## src/rtl/dac_pkg.sv

```systemverilog
// Shared types and helpers for the DAC FIFO controller: state encoding and
// level-counter width.
package dac_pkg;

  typedef enum logic [1:0] {
    ST_IDLE    = 2'd0,
    ST_PREFILL = 2'd1,
    ST_RUN     = 2'd2
  } state_e;

  // Level must represent 0..size inclusive.
  function automatic int level_width(input int size);
    return $clog2(size + 1);
  endfunction

endpackage

```

## src/rtl/dac_fifo_ctrl_if.sv

```systemverilog
// Sample handshake, FIFO port and DAC output bundle of the DAC FIFO controller.
// slave = controller side, master = producer/FIFO/DAC side.
interface dac_fifo_ctrl_if #(
  parameter int BITS = 4
);
  logic            s_valid;
  logic [BITS-1:0] s_data;
  logic            s_ready;
  logic            fifo_wr_en;
  logic [BITS-1:0] fifo_wr_data;
  logic            fifo_rd_en;
  logic [BITS-1:0] fifo_rd_data;
  logic [BITS-1:0] dac_data;
  logic            dac_strobe;

  modport slave (
    input  s_valid, s_data, fifo_rd_data,
    output s_ready, fifo_wr_en, fifo_wr_data, fifo_rd_en, dac_data, dac_strobe
  );

  modport master (
    output s_valid, s_data, fifo_rd_data,
    input  s_ready, fifo_wr_en, fifo_wr_data, fifo_rd_en, dac_data, dac_strobe
  );
endinterface

```

## src/rtl/dac_rate_tick.sv

```systemverilog
// Sample-rate divider: counts 0..rate_div while run is high and pulses tick
// on the terminal count. Held at zero while not running.
module dac_rate_tick #(
  parameter int DIV_WIDTH = 16
) (
  input  logic                 clk,
  input  logic                 rst_n,
  input  logic                 run,
  input  logic [DIV_WIDTH-1:0] rate_div,
  output logic                 tick
);

  logic [DIV_WIDTH-1:0] cnt_q, cnt_d;

  // A count above a newly lowered rate_div simply wraps through the maximum.
  always_comb begin
    tick  = run && (cnt_q == rate_div);
    cnt_d = cnt_q + DIV_WIDTH'(1);
    if (!run || tick) begin
      cnt_d = '0;
    end
  end

  always_ff @(posedge clk or negedge rst_n) begin
    if (!rst_n) begin
      cnt_q <= '0;
    end else begin
      cnt_q <= cnt_d;
    end
  end

endmodule

```

## src/rtl/dac_fifo_ctrl.sv

```systemverilog
// DAC sample FIFO controller: accepts upstream samples, tracks FIFO level,
// prefills, then pops one sample per rate tick into a registered DAC output.
module dac_fifo_ctrl
  import dac_pkg::*;
#(
  parameter  int BITS      = 4,
  parameter  int SIZE      = 4,
  parameter  int PREFILL   = 2,
  parameter  int DIV_WIDTH = 16,
  localparam int LW        = level_width(SIZE)
) (
  input  logic                 clk,
  input  logic                 rst_n,
  input  logic                 enable,
  input  logic [DIV_WIDTH-1:0] rate_div,
  input  logic                 clr_underrun,
  dac_fifo_ctrl_if.slave       bus,
  output logic [LW-1:0]        level,
  output logic                 underrun,
  output logic                 running
);

  localparam logic [LW-1:0] LVL_FULL    = LW'(SIZE);
  localparam logic [LW-1:0] LVL_PREFILL = LW'(PREFILL);

  state_e          state_q, state_d;
  logic [LW-1:0]   level_q, level_d;
  logic            rd_pending_q, rd_pending_d;
  logic [BITS-1:0] dac_data_q, dac_data_d;
  logic            dac_strobe_q, dac_strobe_d;
  logic            underrun_q, underrun_d;

  logic tick, in_run, push, pop, starved;

  dac_rate_tick #(.DIV_WIDTH(DIV_WIDTH)) u_tick (
    .clk      (clk),
    .rst_n    (rst_n),
    .run      (in_run),
    .rate_div (rate_div),
    .tick     (tick)
  );

  // s_ready comes from the level register only, so a pop never frees a slot
  // in the same cycle and there is no path from s_valid back to s_ready.
  assign in_run  = (state_q == ST_RUN);
  assign push    = bus.s_valid && (level_q != LVL_FULL);
  assign pop     = in_run && tick && (level_q != '0);
  assign starved = in_run && tick && (level_q == '0);

  always_ff @(posedge clk or negedge rst_n) begin
    if (!rst_n) begin
      state_q      <= ST_IDLE;
      level_q      <= '0;
      rd_pending_q <= 1'b0;
      dac_data_q   <= '0;
      dac_strobe_q <= 1'b0;
      underrun_q   <= 1'b0;
    end else begin
      state_q      <= state_d;
      level_q      <= level_d;
      rd_pending_q <= rd_pending_d;
      dac_data_q   <= dac_data_d;
      dac_strobe_q <= dac_strobe_d;
      underrun_q   <= underrun_d;
    end
  end

  always_comb begin
    state_d = state_q;
    case (state_q)
      ST_IDLE: begin
        if (enable) state_d = ST_PREFILL;
      end
      ST_PREFILL: begin
        if (!enable)                     state_d = ST_IDLE;
        else if (level_q >= LVL_PREFILL) state_d = ST_RUN;
      end
      ST_RUN: begin
        if (!enable)     state_d = ST_IDLE;
        else if (starved) state_d = ST_PREFILL;
      end
      default: state_d = ST_IDLE;
    endcase
  end

  // A pop issued on the cycle enable drops still lands via rd_pending.
  always_comb begin
    level_d = level_q;
    case ({push, pop})
      2'b10:   level_d = level_q + LW'(1);
      2'b01:   level_d = level_q - LW'(1);
      default: level_d = level_q;
    endcase

    rd_pending_d = pop;
    dac_strobe_d = rd_pending_q;
    dac_data_d   = rd_pending_q ? bus.fifo_rd_data : dac_data_q;

    underrun_d = underrun_q;
    if (starved)           underrun_d = 1'b1;
    else if (clr_underrun) underrun_d = 1'b0;
  end

  assign bus.s_ready      = (level_q != LVL_FULL);
  assign bus.fifo_wr_en   = push;
  assign bus.fifo_wr_data = bus.s_data;
  assign bus.fifo_rd_en   = pop;
  assign bus.dac_data     = dac_data_q;
  assign bus.dac_strobe   = dac_strobe_q;
  assign level            = level_q;
  assign underrun         = underrun_q;
  assign running          = in_run;

endmodule
```

## src/flat_wrapper.sv

```systemverilog
// flat-port wrapper written by rule: the top's interface ports become plain ports
module dac_fifo_ctrl_flat import dac_pkg::*;
#(
  parameter  int BITS      = 4,
  parameter  int SIZE      = 4,
  parameter  int PREFILL   = 2,
  parameter  int DIV_WIDTH = 16,
  localparam int LW        = level_width(SIZE)
)
  (clk, rst_n, enable, rate_div, clr_underrun, level, underrun, running, bus_s_valid, bus_s_data, bus_fifo_rd_data, bus_s_ready, bus_fifo_wr_en, bus_fifo_wr_data, bus_fifo_rd_en, bus_dac_data, bus_dac_strobe);
  dac_fifo_ctrl_if #(.BITS(BITS)) bus_i ();
  input  logic clk;
  input  logic rst_n;
  input  logic enable;
  input  logic [DIV_WIDTH-1:0] rate_div;
  input  logic clr_underrun;
  output logic [LW-1:0] level;
  output logic underrun;
  output logic running;
  input wire logic [$bits(bus_i.s_valid)-1:0] bus_s_valid;
  input wire logic [$bits(bus_i.s_data)-1:0] bus_s_data;
  input wire logic [$bits(bus_i.fifo_rd_data)-1:0] bus_fifo_rd_data;
  output wire logic [$bits(bus_i.s_ready)-1:0] bus_s_ready;
  output wire logic [$bits(bus_i.fifo_wr_en)-1:0] bus_fifo_wr_en;
  output wire logic [$bits(bus_i.fifo_wr_data)-1:0] bus_fifo_wr_data;
  output wire logic [$bits(bus_i.fifo_rd_en)-1:0] bus_fifo_rd_en;
  output wire logic [$bits(bus_i.dac_data)-1:0] bus_dac_data;
  output wire logic [$bits(bus_i.dac_strobe)-1:0] bus_dac_strobe;
  assign bus_i.s_valid = bus_s_valid;
  assign bus_i.s_data = bus_s_data;
  assign bus_i.fifo_rd_data = bus_fifo_rd_data;
  assign bus_s_ready = bus_i.s_ready;
  assign bus_fifo_wr_en = bus_i.fifo_wr_en;
  assign bus_fifo_wr_data = bus_i.fifo_wr_data;
  assign bus_fifo_rd_en = bus_i.fifo_rd_en;
  assign bus_dac_data = bus_i.dac_data;
  assign bus_dac_strobe = bus_i.dac_strobe;
  dac_fifo_ctrl #(.BITS(BITS), .SIZE(SIZE), .PREFILL(PREFILL), .DIV_WIDTH(DIV_WIDTH)) u_core (.clk(clk), .rst_n(rst_n), .enable(enable), .rate_div(rate_div), .clr_underrun(clr_underrun), .bus(bus_i), .level(level), .underrun(underrun), .running(running));
endmodule
```

## config.mk

```make
export PLATFORM = sky130hd
export DESIGN_NAME = dac_fifo_ctrl_flat
export DESIGN_NICKNAME = d
export VERILOG_FILES = /design/src/rtl/dac_pkg.sv /design/src/rtl/dac_fifo_ctrl_if.sv /design/src/rtl/dac_rate_tick.sv /design/src/rtl/dac_fifo_ctrl.sv /design/src/flat_wrapper.sv
export SDC_FILE = /design/constraint.sdc
export NUM_CORES = 1
export LEC_CHECK = 0
export BUFFER_PORTS_ARGS = -buffer_cell sky130_fd_sc_hd__buf_4
export CAP_MARGIN = 20
export CORE_MARGIN = 4
export CORE_UTILIZATION = 51
export DETAILED_ROUTE_END_ITERATION = 12
export GPL_TIMING_DRIVEN = 0
export PLACE_DENSITY = 0.79
export SETUP_SLACK_MARGIN = 0.02
export SLEW_MARGIN = 20
export SYNTH_ARGS = -nofsm -noshare
export SYNTH_HDL_FRONTEND = slang
export SYNTH_SLANG_ARGS = --single-unit
export TNS_END_PERCENT = 50
```

## constraint.sdc

```tcl
create_clock -name clk -period 2.6 [get_ports clk]
set_input_delay 0.52 -clock clk [delete_from_list [all_inputs] [get_ports clk]]
set_output_delay 0.52 -clock clk [all_outputs]
set_load 0.05 [all_outputs]
```

==> flow_metrics.py, run 1 <==
metrics = {
    "sta": {
        "skew_ps": 2.50,
        "fin_crit_sh_pct": 95.6,
        "slew_headroom_pct": 58.6,
        "finalCriticalPeriod_ps": 2490,
        "timing.fmax_ghz": 0.402,
        "worstMarginPinSlew_ps": 617,
        "rsz0062_at_grt": "yes",
        "setup_viol_count_final": 0,
        "finalHoldViolCount": 0,
        "maxSlewViolCount": 0,
    },
    "placement": {
        "gp_congestion": 0.898,
        "dp_hpwl_um": 2630,
        "dp_cells": 221,
        "portBuffers": 41,
    },
    "detailed_routing": {
        "wl_um": 3620,
        "drt_drc_violations_left": 0,
        "wl_per_cell_um": 15.4,
        "drt-initial-drc-count": 43,
        "vias": 1293,
        "drtAntennaViolNets": 0,
        "post_drt_via_cell_ratio": 5.48,
        "first_pass_iters": 4,
    },
    "synth": {
        "yosysSeqAreaShare_pct": 46.0,
        "yosys.area.top_type": "dfrtp_1",
        "synth_cell_types": 34,
        "synth_nets": 181,
        "yosys_warnings": 0,
        "synth_edf_count": 0,
        "async_flop_share_pct": 100,
        "yosys-top-cells-area": "dfrtp_1, xor2_1, xnor2_1, nor3_1, nor4_1",
        "synth_area_per_cell_um2": 10.2,
        "synth_top_area_share_pct": 46.0,
        "ys_ff_latch": 28,
        "synth_cells": 149,
        "ys.flop_type": "dfrtp_1",
        "synth_area_mm2": 0.00152,
    },
    "final_layout": {
        "nFillCells": 221,
        "drive_gt1_share_pct": 39.5,
        "fin_nets": 238,
        "antennaDiodeCount": 0,
        "area_delta_synth_final_pct": 33.5,
        "regArea_um2": 707,
        "fin_cells": 236,
        "multiInputGateArea_um2": 773,
    },
    "global_route": {
        "overflow": 0,
        "grt_pass1_wl_um": 6220,
        "grt_usage_pct": 19.7,
        "grt_max_degree": 29,
        "grt_pass1_vias": 1360,
        "antenna_found_initial": 0,
    },
    "worst_setup_path": {
        "r2r-start": "u_core.u_tick.cnt_q[4]",
        "r2r-end": "u_core.level[2]",
        "critPathCaptureType": "output pin",
        "reg2regPathDepth": 10,
        "path_class": "flip-flop to output pin",
        "worstPathMaxFanout": 4,
        "cp.required_ps": 2080,
        "reg2reg_slack_ps": 150,
        "cp.arrival_ps": 1970,
        "cp-start-kind": "flip-flop",
    },
    "status": {
        "run_status": "completed",
    },
    "floorplan": {
        "initial_core_util_pct": 54.3,
        "die_w_um": 62.7,
        "num_io_pins": 46,
        "die_y_um": 62.7,
        "dieArea_mm2": 0.00393,
        "rows": 19,
        "coreArea_mm2": 0.00281,
    },
    "clock_tree": {
        "clock-root-buffer": "clkbuf_4",
        "clock-sinks": 28,
        "path_clk_slew_ps": 140,
        "cts.path.max_buffers": 2,
        "cts_htree_levels": 1,
        "cts_tree": "yes",
        "clk_latency_ps": 330,
        "cts_buffers": 3,
    },
    "pwr": {
        "power_density_mw_per_mm2": 625,
        "max-vdd-ir-drop_uv": 608,
        "finalPower_mw": 1.27,
        "leakage_nw": 0.959,
    },
    "job": {
        "maxCapViolCount": 0,
    },
    "worst_hold_path": {
        "hold_class": "primary input to async pin",
    },
}
[through the flow]
| step | setup slack, ps | util (%) | hold WS (ps) | setup TNS, ps | instance area (um2) |
|---|---|---|---|---|---|
| 2_1_floorplan | -253 | - | 224 | -325 | 1540 |
| 3_3_place_gp | -274 | 67.1 | 454 | -365 | 1880 |
| 3_5_place_dp | -390 | 67.1 | 457 | -605 | 1880 |
| 4_1_cts | 18.3 | 71.9 | 87.2 | 0 | 2020 |
| 5_1_grt | -59.3 | 72.5 | 90.6 | -102 | 2030 |
| 6_report | 114 | 72.5 | 80.6 | 0 | 2030 |
[worst max path at each step]
stage | startpoint | endpoint | slack, ps | cells past startpoint
2_1_floorplan | rate_div[9] | u_core.level[2] | -250 | 10
3_5_place_dp | rate_div[14] | u_core.level[2] | -390 | 11
3_3_place_gp | rate_div[11] | u_core.level[2] | -270 | 11
6_report | u_core.u_tick.cnt_q[4] | bus_fifo_rd_en | 110 | 5
5_1_grt | u_core.u_tick.cnt_q[14] | bus_fifo_rd_en | -60 | 5
4_1_cts | u_core.u_tick.cnt_q[1] | bus_fifo_rd_en | 20 | 5
[cells in the final DEF (no fill, tap or decap), drive strengths merged, types with 2 or more instances in the layout]
cell    netlist  final
nand2         5      5
inv           8      8
xnor2        11     11
nand3         8      8
buf           7     60
clkbuf        2      5
nor4          8      8
nor2          4      4
and3          3      3
ha            2      2
dfrtp        28     28
nand4         3      3
o21ai         3      3
mux2          4      4
nor3         19     19
xor2         21     21
[synth_stat cells, drive strengths merged (4+ instances only)]
| library cell | n |
|---|---|
| buf | 7 |
| nand2 | 5 |
| nor3 | 19 |
| xnor2 | 11 |
| nor2 | 4 |
| mux2 | 4 |
| dfrtp | 28 |
| inv | 8 |
| nor4 | 8 |
| xor2 | 21 |
| nand3 | 8 |
[state kept, by name, indices dropped and copies added, names as in the netlist]
| signal | count |
|---|---|
| u_core.bus.dac_strobe | 1 |
| u_core.underrun | 1 |
| u_core.level | 3 |
| u_core.bus.dac_data | 4 |
| u_core.u_tick.cnt_q | 16 |
| u_core.dac_strobe_d | 1 |
| u_core.state_q | 2 |
[routing by layer]
metal  GRT usage [%]  share of wire [%]  up-vias
li1                -                  -      623
met1            24.6                 41      626
met2            34.8                 53       39
met3            4.14                5.4        5
met4            4.96                1.0        0
met5               0                  0        -
[logic make-up (layout without fill, tap and decap cells)]
logic type / count (synthesis) / count (layout) / synth area share (%)
and+or+nand+nor: 55 / 55 / 20.0
xor gates and xnor gates: 32 / 32 / 18.4
DFF: 28 / 28 / 46.0
buffers and inverters: 18 / 74 / 5.58
AOI/OAI and AO/OA: 8 / 8 / 3.53
muxes: 5 / 5 / 3.61
adders and majority gates: 3 / 3 / 2.96
[cell type report]
| type | instances | area share [%] |
|---|---|---|
| plain buffers | 8 | 2.34 |
| flip-flops and latches | 28 | 34.7 |
| inverters | 9 | 1.66 |
| repair buffers | 53 | 19.6 |
| well taps | 31 | 1.91 |
| multi-input cells | 103 | 38.0 |
| clock buffers | 4 | 1.78 |
[where the power goes]
group	internal, mW	switching (mW)	total, mW	leakage [nW]
Sequential	0.486	0.0671	0.553	0.373
Combinational	0.177	0.333	0.510	0.565
Clock	0.0858	0.123	0.209	0.0210
[worst max-delay path, cell delays in order (launching register included)]
cell     delay [ps]
dfrtp_2         470
xor2_1          160
nor4_2          300
nand4_1         240
nor3_4          230
buf_4           240
[what timing repair did]
item,CTS,global route
buffers inserted,10,2
pin swaps,6,5
hold buffers,0,0
gates resized for setup,8,2
setup endpoints to repair,3,3
(Power assumes the default switching activity.)
==> inputs of run 2 (changes only) <==
- CORE_UTILIZATION: 51 -> 45
- PLACE_DENSITY: 0.79 -> 0.71
==> run 2 against run 1 <==
Compared with the run above:
- combinational power up 3%
- clock skew rose by 3.7 ps
- design area grew 4.2%
- clock power hardly changed
==> flow_metrics.py, run 2 (synthesis results as in run 1) <==
metrics = {
    "status": {
        "run_status": "completed",
    },
    "detailed_routing": {
        "first_pass_iters": 4,
        "post_drt_via_cell_ratio": 5.26,
        "drt-initial-drc-count": 66,
        "vias": 1346,
        "drtAntennaViolNets": 0,
        "drt_drc_violations_left": 0,
        "wl_um": 3880,
        "wl_per_cell_um": 15.1,
    },
    "sta": {
        "timing.fmax_ghz": 0.402,
        "maxSlewViolCount": 0,
        "finalCriticalPeriod_ps": 2490,
        "slew_headroom_pct": 66.6,
        "timing.setup.tns_ps": 0,
        "skew_ps": 6.19,
        "fin_crit_sh_pct": 95.7,
        "holdWs_ps": 69.6,
        "finalHoldViolCount": 0,
        "setup_viol_count_final": 0,
        "worstMarginPinSlew_ps": 497,
        "rsz0062_at_grt": "yes",
    },
    "clock_tree": {
        "clock-sinks": 28,
        "clock-root-buffer": "clkbuf_4",
        "cts_buffers": 3,
        "path_clk_slew_ps": 150,
        "postCtsHoldBufs": 0,
        "cts_htree_levels": 1,
        "cts_tree": "yes",
        "clk_latency_ps": 330,
        "cts.path.max_buffers": 2,
    },
    "final_layout": {
        "final_common_cell": "buf_4",
        "antennaDiodeCount": 0,
        "area_delta_synth_final_pct": 39.2,
        "fin_nets": 245,
        "largest_register_ffs": 16,
        "drive_gt1_share_pct": 42.5,
        "final_cell_mix": "buf_4, dfrtp_1, xor2_1, nor3_1, xnor2_1",
        "largest-register": "u_core.u_tick.cnt_q",
    },
    "placement": {
        "gp_congestion": 0.835,
        "dp_hpwl_um": 2760,
        "portBuffers": 41,
    },
    "worst_setup_path": {
        "reg2reg_slack_ps": 110,
        "critPathCaptureType": "output pin",
        "crit_path_max_incr_delay_ps": 430,
        "reg2regPathDepth": 11,
        "worstPathMaxFanout": 2,
        "crit_chain": "xor2_1 > nor4_2 > nand4_1 > buf_4 > nor3_4 > buf_6 > buf_8",
        "cp.arrival_ps": 1970,
        "cp_slowest_cell": "dfrtp_1",
        "r2r-start": "u_core.u_tick.cnt_q[12]",
        "r2r-end": "u_core.level[2]",
        "path_class": "flip-flop to output pin",
        "cp-start-kind": "flip-flop",
        "cp.required_ps": 2080,
    },
    "floorplan": {
        "die_w_um": 66.2,
        "initial_core_util_pct": 48.3,
        "coreArea_mm2": 0.00315,
        "rows": 20,
        "num_io_pins": 46,
        "die_y_um": 66.2,
        "dieArea_mm2": 0.00438,
    },
    "global_route": {
        "overflow": 0,
        "grt_usage_pct": 19.0,
        "grt_max_degree": 29,
        "grt_pass1_vias": 1412,
        "antenna_found_initial": 0,
        "grt_pass1_wl_um": 6350,
    },
    "worst_hold_path": {
        "hold_class": "primary input to async pin",
    },
    "pwr": {
        "max-vdd-ir-drop_uv": 633,
        "leakage_nw": 1.00,
        "power_density_mw_per_mm2": 607,
    },
    "job": {
        "maxCapViolCount": 0,
    },
}
## run 2: repair_timing
action	4_1_cts	5_1_grt
setup endpoints to repair	3	2
pin swaps	6	5
gates resized for setup	8	7
setup buffers	14	5
## run 2: power breakdown
part / switching [mW] / internal, mW / total, mW
Sequential: 0.0641 / 0.485 / 0.549
Combinational: 0.343 / 0.184 / 0.527
Clock: 0.126 / 0.0858 / 0.212
Total: 0.533 / 0.755 / 1.29
## run 2: cell type report
type                    count  area, um2
well taps                  44       55.1
inverters                   9       33.8
plain buffers               8       48.8
flip-flops and latches     28        706
repair buffers             60        462
multi-input cells         103        779
clock buffers               4       36.3
fillers                   285       1030
## run 2: how the worst max path moves through the flow
stage,startpoint,endpoint,slack (ps),cells past startpoint
floorplan,rate_div[9],u_core.level[2],-250,10
global placement,rate_div[11],u_core.level[2],-310,11
detailed placement,rate_div[11],u_core.level[2],-450,11
CTS,u_core.u_tick.cnt_q[9],bus_fifo_rd_en,9,7
global route,u_core.u_tick.cnt_q[12],u_core.level[2],-30,11
finish,u_core.u_tick.cnt_q[12],bus_fifo_rd_en,110,7
## run 2: metal layers
layer,vias to the layer above,global-route usage (%),wire (um)
met5,-,0,0
met4,0,7.11,82
met3,9,2.89,159
met2,32,33.1,2100
met1,667,23.4,1540
li1,638,-,-
## run 2: critical path, delay by kind of cell (launching register included)
family                    cells  cell delay [ps]
buffers and inverters         3              430
DFF                           1              430
xor gates and xnor gates      1              160
and+or+nand+nor               3              620
## run 2: per-stage QoR
step / setup WS, ps / std cells / utilization, % / power (mW) / area [um2]
after floorplan: -253 / 149 / - / 0.888 / 1540
after global placement: -306 / 234 / 60.2 / 1.04 / 1900
after detailed placement: -450 / 234 / 60.2 / 1.06 / 1900
after CTS: 9.19 / 251 / 65.3 / 1.29 / 2060
after global routing: -29.6 / 256 / 67.3 / 1.37 / 2120
final: 113 / 256 / 67.3 / 1.29 / 2120
==> inputs of run 3 (changes only) <==
- ABC_AREA: unset -> 0
- BUFFER_PORTS_ARGS: -buffer_cell sky130_fd_sc_hd__buf_4 -> unset
- DONT_BUFFER_PORTS: unset -> 1
- PLACE_DENSITY: 0.71 -> unset
==> run 3 against run 2 <==
Compared with the run above:
- the flow now finishes with violations (setup timing)
- fmax shrank 14%
- final cell count shrank 16%
- worst hold slack better by 210 ps
- critical path type is now flip-flop to flip-flop
- clock skew is 1.8 ps higher
- global-route usage shrank 2.6 points
==> flow_metrics.py, run 3 (synthesis results as in run 1) <==
metrics = {
    "status": {
        "run_status": "complete, but fails checks",
        "violations": "setup timing",
    },
    "floorplan": {
        "num_io_pins": 46,
        "die_w_um": 66.2,
        "dieArea_mm2": 0.00438,
        "coreArea_mm2": 0.00315,
        "rows": 20,
        "initial_core_util_pct": 48.3,
        "die_y_um": 66.2,
    },
    "sta": {
        "finalHoldViolCount": 0,
        "skew_ps": 7.97,
        "timing.fmax_ghz": 0.345,
        "rsz0062_at_grt": "yes",
        "timing.setup.tns_ps": -553,
        "fin_ws_ps": -302,
        "slew_headroom_pct": 57.3,
        "finalCriticalPeriod_ps": 2900,
        "fin_crit_sh_pct": 112,
        "worstMarginPinSlew_ps": 638,
        "setup_viol_count_final": 3,
        "maxSlewViolCount": 0,
    },
    "final_layout": {
        "antennaDiodeCount": 0,
        "drive_gt1_share_pct": 30.4,
        "fin_nets": 204,
        "fin_cells": 215,
        "largest-register": "u_core.u_tick.cnt_q",
        "largest_register_ffs": 16,
        "nFillCells": 286,
        "area_delta_synth_final_pct": 21.6,
        "final_cell_mix": "buf_4, dfrtp_1, xor2_1, nor3_1, xnor2_1",
    },
    "worst_setup_path": {
        "critPathCaptureType": "flip-flop",
        "cp_common_cell": "xor2_1",
        "worstPathMaxFanout": 3,
        "cp-start-kind": "flip-flop",
        "path_delay_family": "simple AND/OR/NAND/NOR gates",
        "cp.arrival_ps": 3160,
        "cp_slowest_cell": "nor3_4",
        "worst-path-buf-inv": 1,
        "path_class": "flip-flop to flip-flop",
        "crit_path_max_incr_delay_ps": 550,
        "cp.required_ps": 2860,
        "crit_chain": "xor2_1 > nor4_2 > nand4_1 > nor3_4 > ha_2 > inv_2 > fa_2 > xor2_1 > nor2_1 > xor2_1",
    },
    "detailed_routing": {
        "vias": 1172,
        "drt_drc_violations_left": 0,
        "post_drt_via_cell_ratio": 5.45,
        "first_pass_iters": 4,
        "drt-initial-drc-count": 39,
        "wl_per_cell_um": 16.2,
        "drtAntennaViolNets": 0,
        "wl_um": 3480,
    },
    "placement": {
        "portBuffers": 0,
        "dp_cells": 193,
        "post-place-ws_ps": -653,
        "dp_hpwl_um": 2370,
        "gp_congestion": 0.839,
    },
    "pwr": {
        "finalPower_mw": 1.27,
        "sw_frac_of_total_pct": 40.3,
        "p_sw_uw": 513,
        "power_density_mw_per_mm2": 686,
        "p_seq_share_pct": 50.6,
        "power_frac_clock_pct": 22.4,
        "max-vdd-ir-drop_uv": 419,
        "cell_internal_pwr_uw": 758,
        "combPwrFrac_pct": 27.0,
        "leakage_nw": 0.810,
    },
    "worst_hold_path": {
        "hold_class": "primary input to flip-flop",
    },
    "global_route": {
        "antenna_found_initial": 0,
        "grt_pass1_wl_um": 5510,
        "met3_usage_pct": 4.76,
        "grt_usage_pct": 16.4,
        "use_met2_pct": 27.4,
        "overflow": 0,
        "grt_pass1_vias": 1186,
        "grt.busiest_layer": "met2",
        "grt_max_degree": 29,
        "grt_util_met1_pct": 21.1,
    },
    "clock_tree": {
        "clock-sinks": 28,
        "cts_buffers": 3,
        "clock-root-buffer": "clkbuf_4",
        "cts_htree_levels": 1,
        "path_clk_slew_ps": 150,
        "cts_tree": "yes",
        "cts.path.max_buffers": 2,
        "clk_latency_ps": 330,
    },
    "job": {
        "maxCapViolCount": 0,
    },
}
[run 3: stage by stage]
stage	utilization [%]	hold slack [ps]	instance area, um2
floorplan	-	224	1540
global placement	50.4	225	1590
detailed placement	50.4	225	1590
CTS	56.6	259	1780
global route	58.8	243	1850
finish	58.8	277	1850
[run 3: what timing repair did]
item,4_1_cts,5_1_grt
setup endpoints to repair,5,5
endpoints found under the hold margin,28,0
resized for setup,13,4
buffers inserted,11,6
pin swaps,6,7
hold buffers,2,0
[run 3: worst paths after layout]
path	startpoint	end	slack (ps)	cells past startpoint
min	clr_underrun	u_core.underrun	280	1
min reg2reg	u_core.dac_strobe_d	u_core.bus.dac_strobe	510	0
max in group asynchronous	rst_n	u_core.u_tick.cnt_q[2]	1810	2
min in group asynchronous	rst_n	u_core.u_tick.cnt_q[10]	610	2
max reg2reg	u_core.u_tick.cnt_q[12]	u_core.level[2]	-300	10
max	u_core.u_tick.cnt_q[12]	u_core.level[2]	-300	10
[run 3: power by group through the flow]
stage | Combinational (mW) | Clock, mW | Sequential, mW
after floorplan | 0.258 | 0 | 0.630
after global placement | 0.289 | 0 | 0.652
after detailed placement | 0.300 | 0 | 0.653
after CTS | 0.331 | 0.293 | 0.647
after global routing | 0.379 | 0.311 | 0.655
final | 0.343 | 0.285 | 0.643
[run 3: layout make-up]
| class | count | area (um2) | share of cell area (%) |
|---|---|---|---|
| timing repair buffer | 19 | 158 | 8.51 |
| clock inverter | 1 | 30.0 | 1.62 |
| clock buffer | 3 | 22.5 | 1.22 |
| buffer | 8 | 48.8 | 2.63 |
| inverter | 9 | 33.8 | 1.82 |
| tap | 44 | 55.1 | 2.97 |
| sequential | 28 | 709 | 38.3 |
| multi-input combinational | 103 | 796 | 42.9 |
[run 3: layer usage]
metal	wire length, um	part of all wire, %	vias to the layer above
li1	-	-	560
met1	1410	41	567
met2	1780	51	41
met3	255	7.3	4
met4	29	0.83	0
met5	0	0	-
